[src/rtl/gf180mcu_osu_sc_9t_lshifdn_rx.sv]
// ---------------------------------------------------------------------------
// gf180mcu_osu_sc_9t_lshifdn_rx
//
// Core-side receiver for traffic crossing down from the high-voltage pad
// domain through down-direction level shifters. It implements a bundled-data,
// four-phase REQ/ACK handshake. REQ_IN is synchronised. D_IN is sampled
// unsynchronised, and only on the capture edge, because the far side holds it
// stable while REQ_IN=1. A sticky ERR flags a handshake that stays stuck in
// ACK_HIGH for too long.
//
// Parameters
//   W            data word width (1..32)
//   SYNC_STAGES  flops in the REQ_IN synchroniser chain (2..4)
//   TIMEOUT      cycles allowed in ACK_HIGH before ERR sets; 0 disables
//
// Ports
//   CLK      in   core clock, rising edge
//   RN       in   asynchronous active-low reset
//   ISO_EN   in   far domain isolated: REQ_IN / D_IN treated as invalid
//   REQ_IN   in   asynchronous request from the level shifter
//   D_IN     in   [W] bundled data
//   PAR_IN   in   odd-parity bit bundled with D_IN     (parity build only)
//   ERR_CLR  in   synchronous clear of ERR
//   ACK_OUT  out  registered acknowledge to the far domain
//   Q        out  [W] last captured word
//   VALID    out  one-cycle pulse when Q updates
//   ERR      out  sticky fault flag
//   BUSY     out  FSM is in ACK_HIGH
//   PERR     out  parity error of the last capture     (parity build only)
//
// Optional feature macro: GF180MCU_OSU_SC_LSHIFDN_PARITY_EN
//   When defined, the block adds PAR_IN and PERR. A capture with bad (even)
//   parity sets PERR and also sets ERR. Q is still updated.
// ---------------------------------------------------------------------------
module gf180mcu_osu_sc_9t_lshifdn_rx #(
  parameter int unsigned W           = 8,
  parameter int unsigned SYNC_STAGES = 2,
  parameter int unsigned TIMEOUT     = 255
) (
  input  logic         CLK,
  input  logic         RN,
  input  logic         ISO_EN,
  input  logic         REQ_IN,
  input  logic [W-1:0] D_IN,
`ifdef GF180MCU_OSU_SC_LSHIFDN_PARITY_EN
  input  logic         PAR_IN,
  output logic         PERR,
`endif
  input  logic         ERR_CLR,
  output logic         ACK_OUT,
  output logic [W-1:0] Q,
  output logic         VALID,
  output logic         ERR,
  output logic         BUSY
);

  // The counter only needs to reach TIMEOUT, where it saturates. When
  // TIMEOUT is 0, CNT_MAX is also 0, so the counter never moves.
  localparam int unsigned CW      = (TIMEOUT > 0) ? $clog2(TIMEOUT + 1) : 1;
  localparam logic [CW-1:0] CNT_MAX = CW'(TIMEOUT);

  typedef enum logic {
    IDLE     = 1'b0,
    ACK_HIGH = 1'b1
  } state_e;

  state_e state_q, state_d;

  logic [SYNC_STAGES-1:0] sync_q;
  logic                   req_s;
  logic                   req_v;

  logic                   ack_q,   ack_d;
  logic [W-1:0]           q_q,     q_d;
  logic                   valid_q, valid_d;
  logic                   err_q,   err_d;
  logic                   busy_q,  busy_d;
  logic [CW-1:0]          cnt_q,   cnt_d;

  logic                   capture;
  logic                   cnt_inc;
  logic                   tmo_evt;

`ifdef GF180MCU_OSU_SC_LSHIFDN_PARITY_EN
  logic                   perr_q, perr_d;
  logic                   par_bad;
`endif

  // -------------------------------------------------------------------------
  // REQ_IN synchroniser. Isolation is applied after the chain. When ISO_EN
  // drops, the chain is therefore already settled, and a stale REQ can never
  // be seen as a fresh edge.
  // -------------------------------------------------------------------------
  always_ff @(posedge CLK or negedge RN) begin
    if (!RN) begin
      sync_q <= '0;
    end else begin
      sync_q <= {sync_q[SYNC_STAGES-2:0], REQ_IN};
    end
  end

  assign req_s = sync_q[SYNC_STAGES-1];
  assign req_v = req_s & ~ISO_EN;

  // -------------------------------------------------------------------------
  // FSM state register
  // -------------------------------------------------------------------------
  always_ff @(posedge CLK or negedge RN) begin
    if (!RN) begin
      state_q <= IDLE;
    end else begin
      state_q <= state_d;
    end
  end

  // -------------------------------------------------------------------------
  // FSM next state
  // -------------------------------------------------------------------------
  always_comb begin
    state_d = state_q;
    case (state_q)
      IDLE:     if (req_v)  state_d = ACK_HIGH;
      ACK_HIGH: if (!req_v) state_d = IDLE;
    endcase
  end

  // -------------------------------------------------------------------------
  // FSM outputs and datapath next values
  // -------------------------------------------------------------------------
  assign capture = (state_q == IDLE) && req_v;

  // The counter advances only while the handshake is being held. It stops at
  // CNT_MAX, so the timeout fires once per stuck handshake.
  assign cnt_inc = (state_q == ACK_HIGH) && req_v && (cnt_q != CNT_MAX);
  assign tmo_evt = cnt_inc && ((cnt_q + CW'(1)) == CNT_MAX);

`ifdef GF180MCU_OSU_SC_LSHIFDN_PARITY_EN
  // Odd parity is expected over {D_IN, PAR_IN}.
  assign par_bad = ~((^D_IN) ^ PAR_IN);
`endif

  always_comb begin
    ack_d   = ack_q;
    q_d     = q_q;
    valid_d = 1'b0;
    err_d   = err_q;
    busy_d  = (state_d == ACK_HIGH);
    cnt_d   = cnt_q;
`ifdef GF180MCU_OSU_SC_LSHIFDN_PARITY_EN
    perr_d  = perr_q;
`endif

    if (capture) begin
      ack_d   = 1'b1;
      q_d     = D_IN;
      valid_d = 1'b1;
      cnt_d   = '0;
`ifdef GF180MCU_OSU_SC_LSHIFDN_PARITY_EN
      perr_d  = par_bad;
`endif
    end else if ((state_q == ACK_HIGH) && !req_v) begin
      ack_d = 1'b0;
    end else if (cnt_inc) begin
      cnt_d = cnt_q + CW'(1);
    end

    // A clear and a new fault on the same edge: the fault wins.
    if (ERR_CLR) begin
      err_d = 1'b0;
    end
    if (tmo_evt) begin
      err_d = 1'b1;
    end
`ifdef GF180MCU_OSU_SC_LSHIFDN_PARITY_EN
    if (capture && par_bad) begin
      err_d = 1'b1;
    end
`endif
  end

  // -------------------------------------------------------------------------
  // Output and datapath registers
  // -------------------------------------------------------------------------
  always_ff @(posedge CLK or negedge RN) begin
    if (!RN) begin
      ack_q   <= 1'b0;
      q_q     <= '0;
      valid_q <= 1'b0;
      err_q   <= 1'b0;
      busy_q  <= 1'b0;
      cnt_q   <= '0;
    end else begin
      ack_q   <= ack_d;
      q_q     <= q_d;
      valid_q <= valid_d;
      err_q   <= err_d;
      busy_q  <= busy_d;
      cnt_q   <= cnt_d;
    end
  end

`ifdef GF180MCU_OSU_SC_LSHIFDN_PARITY_EN
  always_ff @(posedge CLK or negedge RN) begin
    if (!RN) begin
      perr_q <= 1'b0;
    end else begin
      perr_q <= perr_d;
    end
  end

  assign PERR = perr_q;
`endif

  assign ACK_OUT = ack_q;
  assign Q       = q_q;
  assign VALID   = valid_q;
  assign ERR     = err_q;
  assign BUSY    = busy_q;

endmodule

[config.mk]
export PLATFORM = sky130hd
export DESIGN_NAME = gf180mcu_osu_sc_9t_lshifdn_rx
export DESIGN_NICKNAME = d
export VERILOG_FILES = /design/src/rtl/gf180mcu_osu_sc_9t_lshifdn_rx.sv
export SDC_FILE = /design/constraint.sdc
export NUM_CORES = 1
export LEC_CHECK = 0
export ABC_AREA = 1
export BUFFER_PORTS_ARGS = -buffer_cell sky130_fd_sc_hd__clkbuf_2
export CAP_MARGIN = 10
export CORE_ASPECT_RATIO = 1.4
export CORE_MARGIN = 8
export CORE_UTILIZATION = 35
export DETAILED_ROUTE_END_ITERATION = 10
export PLACE_DENSITY = 0.63
export SLEW_MARGIN = 25
export SYNTH_ARGS = -nofsm -noshare
export SYNTH_HDL_FRONTEND = slang
export SYNTH_SLANG_ARGS = --single-unit
[constraint.sdc]
create_clock -name CLK -period 1.5 [get_ports CLK]
set_input_delay 0.15 -clock CLK [delete_from_list [all_inputs] [get_ports CLK]]
set_output_delay 0.15 -clock CLK [all_outputs]
set_load 0.005 [all_outputs]
* Yosys cells after proc, flatten, opt, wreduce, memory -nomap -nowiden
Cells that the tools add are included.
** Storage, ports and cells
- Register bits :: 22
- Bits in latches :: 0
- RAM bits :: 0
- Memory bits (read-only) :: 0
- Output and inout bits :: 12
- Word-level logic and storage cells :: 33
- Memories kept :: 0
** Cells by class
- Add/sub/neg operators :: 1
- Multiply operators :: 0
- Div/mod/pow operators :: 0
- $lt $le $gt $ge :: 0
- Equal/unequal tests :: 3
- Shift-type cells :: 0
- Multiplexer cells :: 9
- Bitwise operators :: 3
- Reductions and logical operators :: 10
** Operators with widths (count)
- 2-to-1 mux 8 bit :: 3
- adder 8 x 1 -> 8 bit (second input constant) :: 1
- equality test 8 bit (second input constant) :: 1
- != test 8 bit (second input constant) :: 1
- 2-to-1 mux 1 bit :: 6
- nonzero test 2 bit :: 3
- logical AND 1 bit :: 5
- != test 2 bit (second input constant) :: 1
- inverter 1 bit :: 2
- AND reduction 2 bit :: 1
- bitwise AND 1 bit :: 1
- logical NOT 1 bit :: 1

* Depth between registers and ports, before layout
- Word-level depth :: 7
- Gate-level depth with buffers :: 9
- Depth with buffers taken out :: 9

* Worst setup path after synthesis
Ideal clock, no wire load.
- Path kind :: register -> register
- Start point :: register cnt_q[0]
- End point :: register cnt_q[5]
- Setup time :: 0.118 ns
- Arrival time :: 1.318 ns
- Slack :: 0.064 ns
- Cell stages (with the launch flop) :: 10
- Clock period less this slack :: 1.436 ns
- Cells stage by stage :: dfrtp_1 -> ha_1 -> nand2_2 -> nor2_4 -> nand2_2 -> nand2_2 -> a21oi_4 -> inv_6 -> nand2_1 -> o21ai_2
** Between the ends
- Longest elaborated chain between the ends :: 4
- Elaborated cells on any way between the ends :: 8
** RTL lines
- from (decl) :: line 78 : logic [CW-1:0] cnt_q, cnt_d;
- from (signal assigned) :: line 198 : cnt_q <= cnt_d;
- adder 8 x 1 -> 8 bit / != test 8 bit (equally long branches) :: line 164, 134
- 2-to-1 mux 8 bit / logical AND 1 bit (equally long branches) :: line 163, 134
- 2-to-1 mux 8 bit / nonzero test 2 bit (equally long branches)
- 2-to-1 mux 8 bit / AND reduction 2 bit (equally long branches)
Several ways; a longest one is shown, not always the timed one. The select of a mux whose other input is x is not followed.
A chain may end at the register's enable or synchronous reset.

* Final worst setup path
- Start point :: register cnt_q[1]
- End point :: register cnt_q[5]
Same word-level chain as after synthesis.

==> impl_metrics.py <==
metrics = {
    "pwr": {
        "p_switching_uw": 471,
        "p_clk_share_pct": 32.8,
        "internal_power_uw": 1200,
        "p_seq_share_pct": 44.9,
        "switching_share_pct": 28.2,
        "comb_power_share_pct": 22.3,
        "ir_drop_v": 0.000716,
        "leakage_uw": 0.000715,
        "power.density_mw_per_mm2": 1210,
    },
    "logic_synthesis": {
        "synthesis.area_mm2": 0.00108,
        "yosysSeqAreaShare_pct": 50.9,
        "synth_warnings": 0,
        "synth_edf_count": 0,
        "synth_common_cells": "nand2_1, dfrtp_1, nor2_1",
        "yosys-top-cells-area": "dfrtp_1, nand2_1, ha_1, nand3_1, nor2_1",
        "async_flop_share_pct": 100,
        "synth_top_area_share_pct": 50.9,
        "ys_ff_latch": 22,
        "syn_avg_cell_area_um2": 8.33,
        "post-synth-top-count-cell": "nand2_1",
        "synth_flop_cell": "dfrtp_1",
        "synth_cells": 130,
        "yosysTopAreaCell": "dfrtp_1",
        "synth_fp_nets": 148,
        "synth.distinct_cells": 19,
    },
    "route": {
        "wl_mm": 2.39,
        "vias": 945,
        "drc_errors": 0,
        "ant_nets": 0,
        "drt-wirelength-per-cell_um": 11.8,
        "dr.pass1.iters": 4,
        "vias_per_cell": 4.68,
        "drt_iter0_markers": 33,
    },
    "worst_hold_path": {
        "hp-start": "ISO_EN",
        "min_to": "BUSY",
        "hold_path_depth": 2,
        "hold_class": "input pin to flop",
    },
    "timing": {
        "rsz0062_at_grt": "yes",
        "hold_ws_ps": 69.4,
        "min_period_ps": 1450,
        "relSlewSlack_pct": 63.7,
        "skew_ps": 5.04,
        "hold_viol": 0,
        "setup_tns_ps": 0,
        "fmax_mhz": 688,
        "fin_ws_ps": 46.8,
        "report.final.slew_viol_count": 0,
        "setup_viol_count_final": 0,
        "tightest_slew_ps": 544,
        "period_share_pct": 96.9,
    },
    "critical_path": {
        "rr_endpoint": "cnt_q[5]",
        "cpPeakStageDelay_ps": 400,
        "path_cells": "ha_2 -> nand2_2 -> nor2_4 -> nand2_2 -> nand2_2 -> a21oi_4 -> inv_6 -> nand2_1 -> o21ai_2",
        "setup.worst_path.class": "flop to flop",
        "worstPathArrival_ps": 1610,
        "crit_top_cell": "nand2_2",
        "crit_path_end_kind": "flop",
        "r2r_slack_ps": 50,
        "r2r-start": "cnt_q[1]",
        "reg2reg_depth": 9,
        "cp_data_required_time_ps": 1660,
        "cp_slowest_cell": "dfrtp_1",
        "critPathMaxFanout": 10,
        "setup.worst_path.start_class": "flop",
    },
    "die": {
        "die_h_um": 81.8,
        "die_w_um": 63.0,
        "start_util_pct": 35.7,
        "boundaryPins": 25,
        "core_area_mm2": 0.00303,
        "dieArea_mm2": 0.00515,
        "row_count": 24,
    },
    "finish": {
        "num_antenna_cells": 0,
        "area_growth_pct": 27.3,
        "stdcell_count": 202,
        "fin_nets": 182,
        "finalInstanceArea_mm2": 0.00138,
        "drive_gt1_share_pct": 27.6,
    },
    "clocking": {
        "clk_pin_slew_ps": 80,
        "cts_tree": "done",
        "clock_sinks": 22,
        "cts_root_buf": "clkbuf_8",
        "clockBufferDepth": 2,
        "cts-buffers-inserted": 3,
        "htree_levels": 1,
        "clock_latency_ps": 260,
    },
    "global_route": {
        "grt_max_degree": 23,
        "grt_overflow": 0,
        "grtUsageTotal_pct": 9.85,
        "antenna_found_initial": 0,
        "grt_pass1_wl_mm": 4.19,
        "first_global_vias": 971,
    },
    "placed_design": {
        "detailed_place.area_mm2": 0.00127,
        "placed_cells": 195,
        "dp_hpwl_mm": 1.87,
        "portBuffers": 24,
        "place.gp.congestion": 0.872,
        "dpl_worst_slack_ps": -2.61,
    },
    "flow_run": {
        "cap_violations": 0,
    },
    "run_status": {
        "status": "complete, no violations",
    },
}
## layout by cell type (no fill, tap or decap), types with 2 or more instances in the layout
| master | netlist | final |
|---|---|---|
| o21ai_2 | 3 | 3 |
| o21ai_1 | 3 | 3 |
| nand2_1 | 55 | 55 |
| nand2_2 | 3 | 3 |
| dlygate4sd3_1 | 0 | 2 |
| buf_4 | 0 | 5 |
| clkbuf_8 | 0 | 3 |
| nor2_1 | 10 | 9 |
| o21bai_1 | 2 | 2 |
| inv_1 | 9 | 9 |
| nand4_1 | 2 | 2 |
| clkbuf_2 | 0 | 24 |
| nand3_1 | 8 | 8 |
| dfrtp_1 | 22 | 22 |
| ha_1 | 5 | 4 |
## power by group through the flow
stage	Clock [µW]	Combinational (µW)	Sequential [µW]
3_5_place_dp	0	366	760
2_1_floorplan	0	199	761
5_1_grt	588	424	763
6_report	547	372	749
3_3_place_gp	0	351	757
4_1_cts	558	376	750
## layout make-up
| class | count | area (µm²) |
|---|---|---|
| sequential | 22 | 551 |
| tap | 39 | 48.8 |
| multi-input combinational | 95 | 483 |
| inverter | 11 | 46.3 |
| timing repair buffer | 31 | 178 |
| clock inverter | 1 | 30.0 |
| fill | 315 | 1660 |
| clock buffer | 3 | 41.3 |
## worst max-delay path, delay by kind of cell, from the launching register on
family	cells	cell delay, ps
and+or+nand+nor	5	350
adders and majority gates	1	190
AOI/OAI and AO/OA	2	310
buffers and inverters	1	90
DFF	1	400
## state kept, by name, summed over array words and instances, names as in the netlist
signal / flops
cnt_q: 8
Q: 8
ACK_OUT: 1
sync_q: 2
VALID: 1
ERR: 1
BUSY: 1
## cell families after synthesis
family          count (synthesis)  synth area share [%]
simple gates                   80                  30.9
xor+xnor                        1                 0.809
fa+ha+maj                       5                  5.78
flops                          22                  50.9
buf+inv                        13                  4.97
compound gates                  9                  6.71
## worst max path at each step
stage | start | end | cells past startpoint
2_1_floorplan | cnt_q[0] | cnt_q[5] | 9
3_3_place_gp | cnt_q[0] | cnt_q[6] | 9
3_5_place_dp | cnt_q[0] | cnt_q[3] | 9
4_1_cts | cnt_q[1] | cnt_q[3] | 9
5_1_grt | cnt_q[0] | cnt_q[6] | 9
6_report | cnt_q[1] | cnt_q[5] | 9
## timing repair
item	in CTS	in global routing
setup endpoints to repair	7	7
hold buffers	2	0
endpoints found under the hold margin	23	0
cloned	0	0
setup buffers	1	0
pin swaps	1	1
resized for setup	1	1
## per-layer routing
layer	vias to the layer above	global-route usage, %	wire length [µm]
met5	-	0	0
met4	0	4.12	26
met3	4	2.05	107
met2	27	18.7	1260
met1	444	10.4	993
li1	470	-	-
## per-stage QoR
step	power, µW	utilization [%]
after CTS	1680	45.3
final	1670	45.4
after floorplan	960	-
after global routing	1770	45.4
after global placement	1110	42.0
after detailed placement	1130	42.0
Power figures use the tool's default switching activity.
